[src/rtl/vga_fb_arbiter.sv]
// Framebuffer RAM arbiter: scan-out reads always take the slot, draw writes queue in a FIFO and drain in gaps.
// Define FB_ARB_STATS_EN to build the saturating write-stall counter on wr_stall_cnt.
module vga_fb_arbiter #(
  parameter int ADDR_W     = 15,
  parameter int DATA_W     = 3,
  parameter int FIFO_DEPTH = 4
) (
  input  logic              clk,
  input  logic              rst_n,
  input  logic              disp_req,
  input  logic [ADDR_W-1:0] disp_addr,
  output logic              disp_valid,
  output logic [DATA_W-1:0] disp_data,
  input  logic              wr_valid,
  output logic              wr_ready,
  input  logic [ADDR_W-1:0] wr_addr,
  input  logic [DATA_W-1:0] wr_data,
  output logic              wr_idle,
  output logic              mem_en,
  output logic              mem_we,
  output logic [ADDR_W-1:0] mem_addr,
  output logic [DATA_W-1:0] mem_wdata,
  input  logic [DATA_W-1:0] mem_rdata,
  output logic [15:0]       wr_stall_cnt
);

  localparam int PTR_W = $clog2(FIFO_DEPTH);
  localparam logic [PTR_W:0] PTR_ONE = {{PTR_W{1'b0}}, 1'b1};

  localparam logic [1:0] SLOT_IDLE  = 2'd0;
  localparam logic [1:0] SLOT_READ  = 2'd1;
  localparam logic [1:0] SLOT_WRITE = 2'd2;

  logic [ADDR_W-1:0] fifo_addr_r [FIFO_DEPTH];
  logic [DATA_W-1:0] fifo_data_r [FIFO_DEPTH];
  logic [PTR_W:0]    wr_ptr_r;
  logic [PTR_W:0]    rd_ptr_r;
  logic              full_s;
  logic              empty_s;
  logic              push_s;
  logic              pop_s;
  logic [1:0]        slot_s;
  logic [1:0]        rd_vld_r;

  // Extra pointer MSB distinguishes full (wrapped once) from empty
  assign empty_s  = (wr_ptr_r == rd_ptr_r);
  assign full_s   = (wr_ptr_r[PTR_W] != rd_ptr_r[PTR_W]) &&
                    (wr_ptr_r[PTR_W-1:0] == rd_ptr_r[PTR_W-1:0]);
  assign push_s   = wr_valid && !full_s;
  assign pop_s    = (slot_s == SLOT_WRITE);
  assign wr_ready = !full_s;
  assign wr_idle  = empty_s && !mem_we;

  // Slot selection: display fetch first, then queued write, else idle
  always_comb begin
    slot_s = SLOT_IDLE;
    if (disp_req) begin
      slot_s = SLOT_READ;
    end else if (!empty_s) begin
      slot_s = SLOT_WRITE;
    end else begin
      slot_s = SLOT_IDLE;
    end
  end

  // Write FIFO storage and pointers; full is judged before this cycle's pop
  always_ff @(posedge clk or negedge rst_n) begin
    if (!rst_n) begin
      wr_ptr_r <= '0;
      rd_ptr_r <= '0;
      for (int i = 0; i < FIFO_DEPTH; i++) begin
        fifo_addr_r[i] <= '0;
        fifo_data_r[i] <= '0;
      end
    end else begin
      if (push_s) begin
        fifo_addr_r[wr_ptr_r[PTR_W-1:0]] <= wr_addr;
        fifo_data_r[wr_ptr_r[PTR_W-1:0]] <= wr_data;
        wr_ptr_r <= wr_ptr_r + PTR_ONE;
      end
      if (pop_s) begin
        rd_ptr_r <= rd_ptr_r + PTR_ONE;
      end
    end
  end

  // Registered RAM command; address and write data hold through idle slots
  always_ff @(posedge clk or negedge rst_n) begin
    if (!rst_n) begin
      mem_en    <= 1'b0;
      mem_we    <= 1'b0;
      mem_addr  <= '0;
      mem_wdata <= '0;
    end else begin
      case (slot_s)
        SLOT_READ: begin
          mem_en   <= 1'b1;
          mem_we   <= 1'b0;
          mem_addr <= disp_addr;
        end
        SLOT_WRITE: begin
          mem_en    <= 1'b1;
          mem_we    <= 1'b1;
          mem_addr  <= fifo_addr_r[rd_ptr_r[PTR_W-1:0]];
          mem_wdata <= fifo_data_r[rd_ptr_r[PTR_W-1:0]];
        end
        default: begin
          mem_en <= 1'b0;
          mem_we <= 1'b0;
        end
      endcase
    end
  end

  // Read return pipe: request -> RAM command -> RAM data -> display output
  always_ff @(posedge clk or negedge rst_n) begin
    if (!rst_n) begin
      rd_vld_r   <= 2'b00;
      disp_valid <= 1'b0;
      disp_data  <= '0;
    end else begin
      rd_vld_r   <= {rd_vld_r[0], disp_req};
      disp_valid <= rd_vld_r[1];
      if (rd_vld_r[1]) begin
        disp_data <= mem_rdata;
      end else begin
        disp_data <= disp_data;
      end
    end
  end

`ifdef FB_ARB_STATS_EN
  logic [15:0] stall_cnt_r;

  // Saturating count of cycles where a queued write lost the slot to a fetch
  always_ff @(posedge clk or negedge rst_n) begin
    if (!rst_n) begin
      stall_cnt_r <= 16'h0000;
    end else if (disp_req && !empty_s && (stall_cnt_r != 16'hFFFF)) begin
      stall_cnt_r <= stall_cnt_r + 16'h0001;
    end else begin
      stall_cnt_r <= stall_cnt_r;
    end
  end

  assign wr_stall_cnt = stall_cnt_r;
`else
  assign wr_stall_cnt = 16'h0000;
`endif

endmodule
[config.mk]
export PLATFORM = sky130hd
export DESIGN_NAME = vga_fb_arbiter
export DESIGN_NICKNAME = d
export VERILOG_FILES = /design/src/rtl/vga_fb_arbiter.sv
export SDC_FILE = /design/constraint.sdc
export NUM_CORES = 1
export LEC_CHECK = 0
export ABC_AREA = 1
export ABC_CLOCK_PERIOD_IN_PS = 1800
export BUFFER_PORTS_ARGS = -buffer_cell sky130_fd_sc_hd__buf_4
export CORE_MARGIN = 2
export CORE_UTILIZATION = 50
export DETAILED_ROUTE_END_ITERATION = 8
export PLACE_DENSITY = 0.72
export SYNTH_ARGS = -nofsm -noshare
export SYNTH_HDL_FRONTEND = slang
export SYNTH_SLANG_ARGS = --single-unit
[constraint.sdc]
create_clock -name clk -period 1.8 [get_ports clk]
set_input_delay 0.36 -clock clk [delete_from_list [all_inputs] [get_ports clk]]
set_output_delay 0.36 -clock clk [all_outputs]
set_load 0.02 [all_outputs]
==> impl_metrics.csv, run 1 <==
group,metric,value,unit
die,rows,37,
worst_setup_path,max_stage_delay,460,ps
synth,syn_avg_cell_area,8.035,um^2
synth,synth_mux_area_frac,0.006449,
synth,yosysUniqueCellTypes,23,
placed_design,place.gp.congestion,0.8541,
die,coreArea,10230,um^2
cells_and_area,multiInputGateArea,2242,um^2
timing,max_freq,564.4,MHz
routing,drc_errors,0,
clock_tree,cts.htree.levels,3,
placed_design,post-place-ws,163.7,ps
clock_tree,cts_root_buf,"clkbuf_8",
die,die_h,106.4,um
routing,post_drt_via_cell_ratio,5.342,
synth,synth_top_family_by_area,"simple AND/OR/NAND/NOR gates",
synth,ys_warn_count,0,
routing,drt_iter0_markers,309,
routing,drtPass1Iterations,7,
worst_setup_path,cp_slowest_cell,"dfrtp_2",
worst_setup_path,ff2ff_setup_slack,130,ps
grt,grt-ovfl-total,0,
timing,hold_viol_final,0,
timing,setup_ws,28.16,ps
timing,grt_setup_unrepaired,"true",
grt,grt_antenna_before_repair,0,
synth,synth_cells,652,
worst_setup_path,crit_required,1440,ps
grt,first_global_vias,4357,
synth,yosys.area_share.simple,0.3497,
cells_and_area,area_growth,17.01,%
synth,synth.largest_area_cell,"dfrtp_1",
clock_tree,cts_tree,"yes",
worst_setup_path,worst-path-max-fanout,3,
cells_and_area,drive_above_1_share,0.1915,
routing,num_vias,4605,
clock_tree,cts_made_buffers,9,
clock_tree,clk_latency,380,ps
timing,slew_violations,0,
cells_and_area,antenna_cells,0,
grt,grtUsageTotal,0.2396,
timing,setup_tns,0,ps
worst_setup_path,startpoint_type,"flip-flop",
synth,synth_top_area_share,0.4968,
worst_setup_path,endpoint_kind,"output port",
placed_design,io_buffer_count,65,
pwr,finalPower,0.01094,W
synth,synthTopCellsByArea,"dfrtp_1, nand2_1, nand4_1",
worst_setup_path,cp_cell_sequence,"xnor2_4 > nand3_4 > nor2_4 > buf_6",
timing,layout_min_cycle_time,1772,ps
run_status,outcome,"complete, no violations",
die,start_util,0.5120,
timing,fin_worst_skew,8.866,ps
worst_setup_path,critPathKind,"reg2out",
cells_and_area,fillCellCount,898,
routing,wl,12970,um
cells_and_area,final_common_cell,"nand2_1",
synth,synth_seq_cells,104,
clock_tree,clkTransAtPathRegs,100,ps
pwr,p_per_area,1784,nW/um^2
grt,grt_max_degree,57,
worst_setup_path,crit_arrival,1410,ps
timing,setup_violations,0,
pwr,leakagePower,3.257,nW
flow_run,max-cap-violations,0,
worst_hold_path,hold_class,"in2reg",
die,die_w,106.4,um
clock_tree,cts_num_sinks,104,
synth,ys_seq_area_frac,0.4968,
synth,synth_fa_ha_area_frac,0.01194,
pwr,vdd_drop_max,0.7513,mV
timing,period_share,0.9844,
grt,grt_pass1_wl,21380,um
die,ios,82,
synth,synth_compound_area_frac,0.03129,
placed_design,dp_hpwl,8602,um
die,dieArea,11310,um^2
cells_and_area,final_cell_mix,"nand2_1, dfrtp_1, buf_4",
cells_and_area,seq_area,2605,um^2
routing,ant_nets,0,
cells_and_area,nNetsFinal,766,
synth,synth.cell_area,5239,um^2
synth,synth_xor_area_frac,0.008598,
routing,avgRoutedWirePerCell,15.05,um
clock_tree,clockBufferDepth,2,
## worst paths after layout
check	startpoint	cells past startpoint	endpoint
min in group asynchronous	rst_n	2	fifo_addr_r[6]$_DFFE_PN0P_
max in group asynchronous	rst_n	3	fifo_data_r[9]$_DFFE_PN0P_
max	wr_ptr_r[0]$_DFFE_PN0P_	4	wr_idle
min	disp_req	1	rd_vld_r[0]$_DFF_PN0_
max reg2reg	rd_ptr_r[1]$_DFFE_PN0N_	7	fifo_addr_r[46]$_DFFE_PN0P_
min reg2reg	rd_vld_r[0]$_DFF_PN0_	0	rd_vld_r[1]$_DFF_PN0_
## through the flow
step / hold WS [ps] / cells / util / instance area, um^2
final: 191.0 / 862 / 0.5991 / 6130
after global routing: 163.4 / 862 / 0.5991 / 6130
after CTS: 178.3 / 859 / 0.5932 / 6070
after detailed placement: 258.0 / 835 / 0.5678 / 5809
after global placement: 256.8 / 835 / 0.5678 / 5809
after floorplan: 64.41 / 667 / - / 5295
## per-layer routing
layer | up-vias | wire length (um) | global-route usage
met5 | - | 0 | 0
met4 | 0 | 216 | 0.08741
met3 | 20 | 884 | 0.04782
met2 | 181 | 6084 | 0.3704
met1 | 2177 | 5788 | 0.3357
li1 | 2227 | - | -
## report_power, final
group,switching [W],total (W),internal [W],leakage (nW)
Clock,0.000820,0.00136,0.000543,0.0887
Sequential,0.000596,0.00397,0.00337,1.28
Combinational,0.00351,0.00560,0.00210,1.88
Total,0.00493,0.0109,0.00601,3.26
## cells by family after synthesis
| group | count (synthesis) |
|---|---|
| other | 1 |
| AO/OA/AOI/OAI | 32 |
| buffers and inverters | 92 |
| adder cells (fa/ha/maj) | 5 |
| multiplexers | 3 |
| AND/OR/NAND/NOR | 412 |
| XOR/XNOR | 3 |
| flip-flops | 104 |
## sequential cells by signal, indices dropped and copies added (netlist names), 2 cells and up
signal       count
fifo_addr_r     60
fifo_data_r     12
mem_addr        15
mem_wdata        3
rd_ptr_r         3
rd_vld_r         2
disp_data        3
wr_ptr_r         3
## layout make-up
cell class / count / share of cell area
clock inverters: 6 / 0.006940
well taps: 136 / 0.02776
multi-input cells: 471 / 0.3658
clock buffers: 10 / 0.02245
inverters: 31 / 0.01898
repair buffers: 104 / 0.1331
flip-flops and latches: 104 / 0.4250
## repair_timing
item | CTS | global route
setup buffers | 7 | 3
setup endpoints to repair | 2 | 43
pin swaps | 7 | 4
gates resized for setup | 5 | 10
hold endpoints to repair | 17 | 0
hold buffers | 1 | 0
## cell usage after synthesis, drive strengths merged
| library cell | count |
|---|---|
| mux2 | 3 |
| o22ai | 3 |
| nand2 | 255 |
| nand4 | 74 |
| conb | 1 |
| nor2 | 47 |
| xor2 | 1 |
| inv | 29 |
| clkbuf | 14 |
| ha | 5 |
| xnor2 | 2 |
| dfrtp | 104 |
| buf | 47 |
| nand3 | 36 |
| clkinv | 2 |
| o21ai | 29 |
## critical path: cells and delay by family, from the launching register on
kind | cells | cell delay [ps]
xor gates and xnor gates | 1 | 250
buffers and inverters | 1 | 120
and+or+nand+nor | 2 | 210
DFF | 1 | 460
(Power assumes the default switching activity.)
==> run 2: changes to the inputs <==
--- a/config.mk
+++ b/config.mk
@@ -5,7 +5,6 @@
 export SDC_FILE = /design/constraint.sdc
 export NUM_CORES = 1
 export LEC_CHECK = 0
-export ABC_AREA = 1
 export ABC_CLOCK_PERIOD_IN_PS = 1800
 export BUFFER_PORTS_ARGS = -buffer_cell sky130_fd_sc_hd__buf_4
 export CORE_MARGIN = 2
==> run 2 against run 1 <==
- the flow now finishes with violations (setup timing)
- fmax is 13% lower
- worst setup slack worse by 270 ps
- via count is 37% lower
- first-iteration DRC count is 67% lower
- sequential power is 4% higher
- utilization is 2.7 points higher
- register-to-register slack worse by 240 ps
- cell count is 34% lower
- count of clock-buffer cells in the layout is 2 higher
- critical path type unchanged
==> impl_metrics.csv, run 2 <==
group,metric,value,unit
run_status,outcome,"complete, but fails checks",
run_status,violations,"setup timing",
clock_tree,clkTransAtPathRegs,100,ps
synth,synth.largest_area_cell,"dfrtp_1",
cells_and_area,largest_reg_flops,60,
grt,grtUsageMet2,0.2824,
timing,layout_min_cycle_time,2042,ps
synth,synth-edff-count,0,
synth,syn_avg_cell_area,14.56,um^2
synth,ys_warn_count,0,
synth,async_flop_share,1.000,
pwr,internal_power,0.007494,W
routing,ant_nets,0,
placed_design,place.gp.congestion,0.7562,
worst_setup_path,cpMostUsedCell,"buf_6",
worst_setup_path,critPathKind,"reg2out",
grt,grt_pass1_wl,15840,um
synth,synth_top_area_share,0.5243,
cells_and_area,largestRegisters,"fifo_addr_r: 60 flops, mem_addr: 15 flops, fifo_data_r: 12 flops",
cells_and_area,final_common_cell,"dfrtp_1",
grt,first_global_vias,2972,
grt,grt_max_degree,43,
clock_tree,cts_made_buffers,9,
clock_tree,cts.htree.levels,3,
placed_design,dp_hpwl,6331,um
grt,grtUsageMet1,0.2705,
synth,ys_seq_area_frac,0.5243,
worst_setup_path,endpoint_kind,"output port",
worst_setup_path,cp_cell_sequence,"buf_6 > xor2_2 > or3_4 > nor2_4 > buf_6",
cells_and_area,postLayoutCoreUtil,0.6257,
synth,synth_ff_type,"dfrtp_1",
routing,wl,9623,um
timing,period_share,1.134,
grt,met3_usage,0.03335,
cells_and_area,final_cell_mix,"dfrtp_1, buf_4, mux2_4",
pwr,swShare,0.3421,
cells_and_area,largest_register,"fifo_addr_r",
synth,yosysUniqueCellTypes,31,
routing,drt_iter0_markers,103,
cells_and_area,fillCellCount,760,
die,coreArea,9684,um^2
placed_design,io_buffer_count,65,
timing,hold_slack,223.2,ps
timing,setup_violations,74,
placed_design,post-place-ws,2.256,ps
timing,grt_setup_unrepaired,"true",
worst_setup_path,crit_required,1440,ps
pwr,seqPwrFrac,0.364,
routing,num_vias,2891,
grt,busiest_layer,"met2",
clock_tree,cts_tree,"yes",
synth,ys_top_cells_by_count,"dfrtp_1, mux2_2, mux2_4",
grt,grtUsageTotal,0.1863,
pwr,p_per_area,1880,nW/um^2
pwr,p_sw,0.003898,W
timing,fin_worst_skew,9.280,ps
flow_run,max-cap-violations,0,
clock_tree,clockBufferDepth,2,
cells_and_area,seq_area,2603,um^2
worst_setup_path,path_buf_inv,2,
pwr,vdd_drop_max,0.9620,mV
synth,synth_cells,341,
clock_tree,cts_root_buf,"clkbuf_8",
synth,synth.cell_area,4964,um^2
die,die_w,103.6,um
worst_setup_path,startpoint_type,"flip-flop",
cells_and_area,drive_above_1_share,0.5011,
synth,synth_seq_cells,104,
die,ios,82,
grt,grt-ovfl-total,0,
clock_tree,cts_num_sinks,104,
synth,synthTopCellsByArea,"dfrtp_1, mux2_4, mux2_2",
routing,avgRoutedWirePerCell,16.94,um
worst_setup_path,critPathTopFamily,"simple AND/OR/NAND/NOR gates",
grt,grt_antenna_before_repair,0,
die,dieArea,10740,um^2
worst_setup_path,worst-path-max-fanout,2,
routing,drc_errors,0,
worst_setup_path,cp_slowest_cell,"or3_4",
die,start_util,0.5125,
pwr,leakagePower,2.767,nW
die,die_h,103.6,um
timing,hold_viol_final,0,
routing,post_drt_via_cell_ratio,5.090,
synth,synth_most_common_cell,"dfrtp_1",
cells_and_area,antenna_cells,0,
cells_and_area,multiInputGateArea,2151,um^2
die,rows,36,
pwr,comb_power_share,0.507,
timing,slew_violations,0,
worst_hold_path,hold_class,"in2reg",
cells_and_area,nNetsFinal,475,
pwr,clockPowerShare,0.129,
routing,drtPass1Iterations,4,
timing,setup_tns,-5622,ps
timing,setup_ws,-241.7,ps
clock_tree,clk_latency,360,ps
timing,max_freq,489.8,MHz
worst_setup_path,max_stage_delay,410,ps
cells_and_area,area_growth,22.08,%
worst_setup_path,crit_arrival,1680,ps
run 2: changes by cell type after synthesis, sizes merged, moves of 8 or more:
cell / previous run / this run
o21ai: 29 / 1
nand4: 74 / 0
clkbuf: 14 / 6
a21oi: 0 / 30
nand2: 255 / 16
nor2: 47 / 3
mux2: 3 / 79
mux2i: 0 / 10
mux4: 0 / 13
inv: 29 / 3
nand3: 36 / 1
nor2b: 0 / 16
buf: 47 / 30
run 2: power groups by stage:
stage / combinational (W) / sequential, W / clock (W)
2_1_floorplan: 0.00380 / 0.00429 / 0
3_3_place_gp: 0.00523 / 0.00413 / 0
3_5_place_dp: 0.00533 / 0.00418 / 0
4_1_cts: 0.00551 / 0.00413 / 0.00151
5_1_grt: 0.00623 / 0.00430 / 0.00160
6_report: 0.00578 / 0.00414 / 0.00147
run 2: path summary, 6_finish.rpt:
kind,from,end,slack [ps],cells past startpoint
min,mem_rdata[1],disp_data[1]$_DFFE_PN0P_,220,2
min in group asynchronous,rst_n,fifo_addr_r[7]$_DFFE_PN0P_,480,2
max,wr_ptr_r[0]$_DFFE_PN0P_,wr_idle,-240,5
min reg2reg,rd_vld_r[0]$_DFF_PN0_,rd_vld_r[1]$_DFF_PN0_,360,0
max reg2reg,wr_ptr_r[0]$_DFFE_PN0P_,fifo_addr_r[22]$_DFFE_PN0P_,-110,7
max in group asynchronous,rst_n,mem_addr[2]$_DFFE_PN0P_,730,3
run 2: routing by layer:
| layer | vias up | part of all wire |
|---|---|---|
| met5 | - | 0 |
| met1 | 1457 | 0.48 |
| li1 | 1345 | - |
| met3 | 11 | 0.041 |
| met4 | 0 | 0.017 |
| met2 | 78 | 0.47 |
run 2: repair_timing:
action,4_1_cts,5_1_grt
setup endpoints to repair,4,78
hold buffers,1,0
pin swaps,2,4
hold endpoints to repair,31,0
resized for setup,8,8
buffers inserted,4,3
cloned,0,5
run 2: cells by family after synthesis:
logic type / count (synthesis) / share of synthesized area
xor+xnor: 9 / 0.01891
mux: 102 / 0.2879
compound gates: 37 / 0.04310
simple gates: 44 / 0.04739
fa+ha+maj: 5 / 0.01260
other cells: 1 / 0.0007555
buf+inv: 39 / 0.06504
flops: 104 / 0.5243
run 2: worst register-to-register path, stage by stage (launching register included):
cell and delay [ps]:
dfrtp_1 400, buf_4 130, buf_4 130, xnor2_2 150, a31oi_4 240, and2_4 240, buf_12 150, mux2_2 350
run 2: area by class of cell:
cell class / instances / area share
Clock inverter: 4 / 0.008879
Tap cell: 133 / 0.02746
Multi-Input combinational cell: 213 / 0.3549
Timing Repair Buffer: 99 / 0.1534
Inverter: 3 / 0.001858
Clock buffer: 12 / 0.02395
Sequential cell: 104 / 0.4295
run 2: through the flow:
stage                     instances  instance area [um^2]  power [W]
after floorplan                 356                  5059   0.008088
after global placement          539                  5627   0.009355
after detailed placement        539                  5627   0.009514
after CTS                       560                  5897    0.01116
after global routing            568                  6060    0.01212
final                           568                  6060    0.01139
==> run 3: changes to the inputs <==
--- a/config.mk
+++ b/config.mk
@@ -7,10 +7,12 @@
 export LEC_CHECK = 0
 export ABC_CLOCK_PERIOD_IN_PS = 1800
 export BUFFER_PORTS_ARGS = -buffer_cell sky130_fd_sc_hd__buf_4
+export CELL_PAD_IN_SITES_DETAIL_PLACEMENT = 0
+export CELL_PAD_IN_SITES_GLOBAL_PLACEMENT = 2
 export CORE_MARGIN = 2
-export CORE_UTILIZATION = 50
+export CORE_UTILIZATION = 35
 export DETAILED_ROUTE_END_ITERATION = 8
-export PLACE_DENSITY = 0.72
+export PLACE_DENSITY_LB_ADDON = 0.1
 export SYNTH_ARGS = -nofsm -noshare
 export SYNTH_HDL_FRONTEND = slang
 export SYNTH_SLANG_ARGS = --single-unit
==> run 3 against run 2 <==
- via count is 1.1% lower
- non-clock buffer count is 3 higher
- wire length is 15% higher
- final area is 3.5% higher
- clock skew is 1.4 ps higher
- the flow still finishes with violations (setup timing)
- first-iteration DRC count is 25% higher
- fmax is 2.6% higher
- register-to-register slack better by 100 ps
- combinational power is 2% higher
==> impl_metrics.csv, run 3 (synthesized netlist as in run 2, its figures left out) <==
group,metric,value,unit
run_status,outcome,"complete, but fails checks",
run_status,violations,"setup timing",
clock_tree,cts_num_sinks,104,
clock_tree,cts_made_buffers,9,
timing,fin_worst_skew,10.67,ps
cells_and_area,area_growth,26.32,%
die,die_w,123.1,um
grt,grt_antenna_before_repair,0,
worst_setup_path,cp_cell_sequence,"xor2_2 > or3_4 > nor2_4 > buf_6",
routing,drt_iter0_markers,129,
worst_setup_path,critPathKind,"reg2out",
timing,grt_setup_unrepaired,"true",
clock_tree,cts_tree,"yes",
die,rows,43,
worst_setup_path,worst-path-max-fanout,3,
routing,wl,11070,um
grt,grtUsageTotal,0.1539,
cells_and_area,antenna_cells,0,
worst_hold_path,min-delay-start,"mem_rdata[1]",
worst_setup_path,cp_slowest_cell,"or3_4",
worst_setup_path,critPathTopFamily,"simple AND/OR/NAND/NOR gates",
grt,grt_max_degree,34,
pwr,finalPower,0.01223,W
die,start_util,0.3576,
worst_setup_path,startpoint_type,"flip-flop",
placed_design,dp_hpwl,7544,um
timing,max_freq,502.3,MHz
pwr,leakagePower,2.845,nW
placed_design,io_buffer_count,65,
worst_setup_path,crit-reg2reg-launch,"rd_ptr_r[0]$_DFFE_PN0N_",
routing,num_vias,2858,
grt,first_global_vias,2972,
timing,setup_tns,-206.0,ps
cells_and_area,multiInputGateArea,2158,um^2
timing,slew_violations,0,
cells_and_area,nNetsFinal,478,
flow_run,max-cap-violations,0,
worst_setup_path,endpoint_kind,"output port",
die,die_h,123.1,um
cells_and_area,final_common_cell,"dfrtp_1",
clock_tree,cts_root_buf,"clkbuf_16",
routing,post_drt_via_cell_ratio,4.625,
cells_and_area,largestRegisters,"fifo_addr_r: 60 flops, mem_addr: 15 flops, fifo_data_r: 12 flops",
timing,hold_viol_final,0,
die,ios,82,
grt,grt-ovfl-total,0,
worst_setup_path,ff2ff_setup_slack,-10,ps
cells_and_area,seq_area,2603,um^2
routing,drc_errors,0,
worst_setup_path,max_stage_delay,430,ps
pwr,vdd_drop_max,0.7776,mV
placed_design,place.gp.congestion,0.7637,
clock_tree,cts.htree.levels,3,
cells_and_area,fillCellCount,1268,
routing,ant_nets,0,
die,coreArea,13880,um^2
clock_tree,clk_latency,350,ps
timing,period_share,1.106,
die,dieArea,15150,um^2
cells_and_area,largest_reg_flops,60,
clock_tree,clockBufferDepth,2,
timing,setup_ws,-190.8,ps
worst_setup_path,crit_arrival,1630,ps
cells_and_area,final_cell_mix,"dfrtp_1, buf_4, mux2_4",
cells_and_area,largest_register,"fifo_addr_r",
clock_tree,clkTransAtPathRegs,70,ps
timing,layout_min_cycle_time,1991,ps
worst_setup_path,path_buf_inv,1,
grt,grt_pass1_wl,17180,um
worst_setup_path,crit_required,1440,ps
pwr,p_per_area,1951,nW/um^2
worst_hold_path,hold_class,"in2reg",
routing,avgRoutedWirePerCell,17.91,um
timing,setup_violations,4,
routing,drtPass1Iterations,4,
worst_setup_path,crit_start,"wr_ptr_r[2]$_DFFE_PN0P_",
cells_and_area,drive_above_1_share,0.5091,
-- run 3: final cells by class --
cell class	instances	area share
well taps	180	0.03592
multi-input cells	213	0.3442
repair buffers	102	0.1493
clock buffers	10	0.03652
clock inverters	6	0.01716
flip-flops and latches	104	0.4151
inverters	3	0.001796
-- run 3: what timing repair did --
action                                  4_1_cts  5_1_grt
endpoints found under the setup margin        2       50
resized for setup                             9       15
endpoints found under the hold margin        28        0
hold buffers                                  1        0
pin swaps                                     2        5
cloned                                        0        3
buffers inserted                              6        1
-- run 3: final timing paths --
path,to,depth (start not counted)
worst min-delay path,disp_data[1]$_DFFE_PN0P_,2
max in group asynchronous,rd_ptr_r[0]$_DFFE_PN0N_,3
worst max-delay path,wr_idle,4
worst max register to register,fifo_addr_r[27]$_DFFE_PN0P_,6
worst min register to register,rd_vld_r[1]$_DFF_PN0_,0
min in group asynchronous,fifo_addr_r[37]$_DFFE_PN0P_,2
-- run 3: per-stage QoR --
step	hold WS (ps)	setup slack [ps]	utilization	area [um^2]	std cells
after global routing	235.3	-241.0	0.4517	6270	618
after CTS	236.8	-202.9	0.4419	6133	615
after detailed placement	340.1	43.75	0.4110	5705	592
after global placement	334.3	57.27	0.4110	5705	592
final	243.9	-190.8	0.4517	6270	618
after floorplan	64.41	-9.461	-	5059	356
-- run 3: worst register-to-register path, delay by kind of cell (launching register included) --
kind	cells	cell delay, ps
flip-flops	1	400
AO/OA/AOI/OAI	1	240
AND/OR/NAND/NOR	1	240
multiplexers	1	330
XOR/XNOR	1	160
buffers and inverters	2	340
-- run 3: layer usage --
metal	vias up	part of all wire	track usage
li1	1342	-	-
met1	1434	0.50	0.2229
met2	72	0.44	0.2300
met3	10	0.047	0.02583
met4	0	0.015	0.06179
met5	-	0	0
-- run 3: where the power goes --
part	internal (W)	switching, W
sequential	0.00349	0.000646
clock	0.00136	0.000872
combinational	0.00334	0.00253
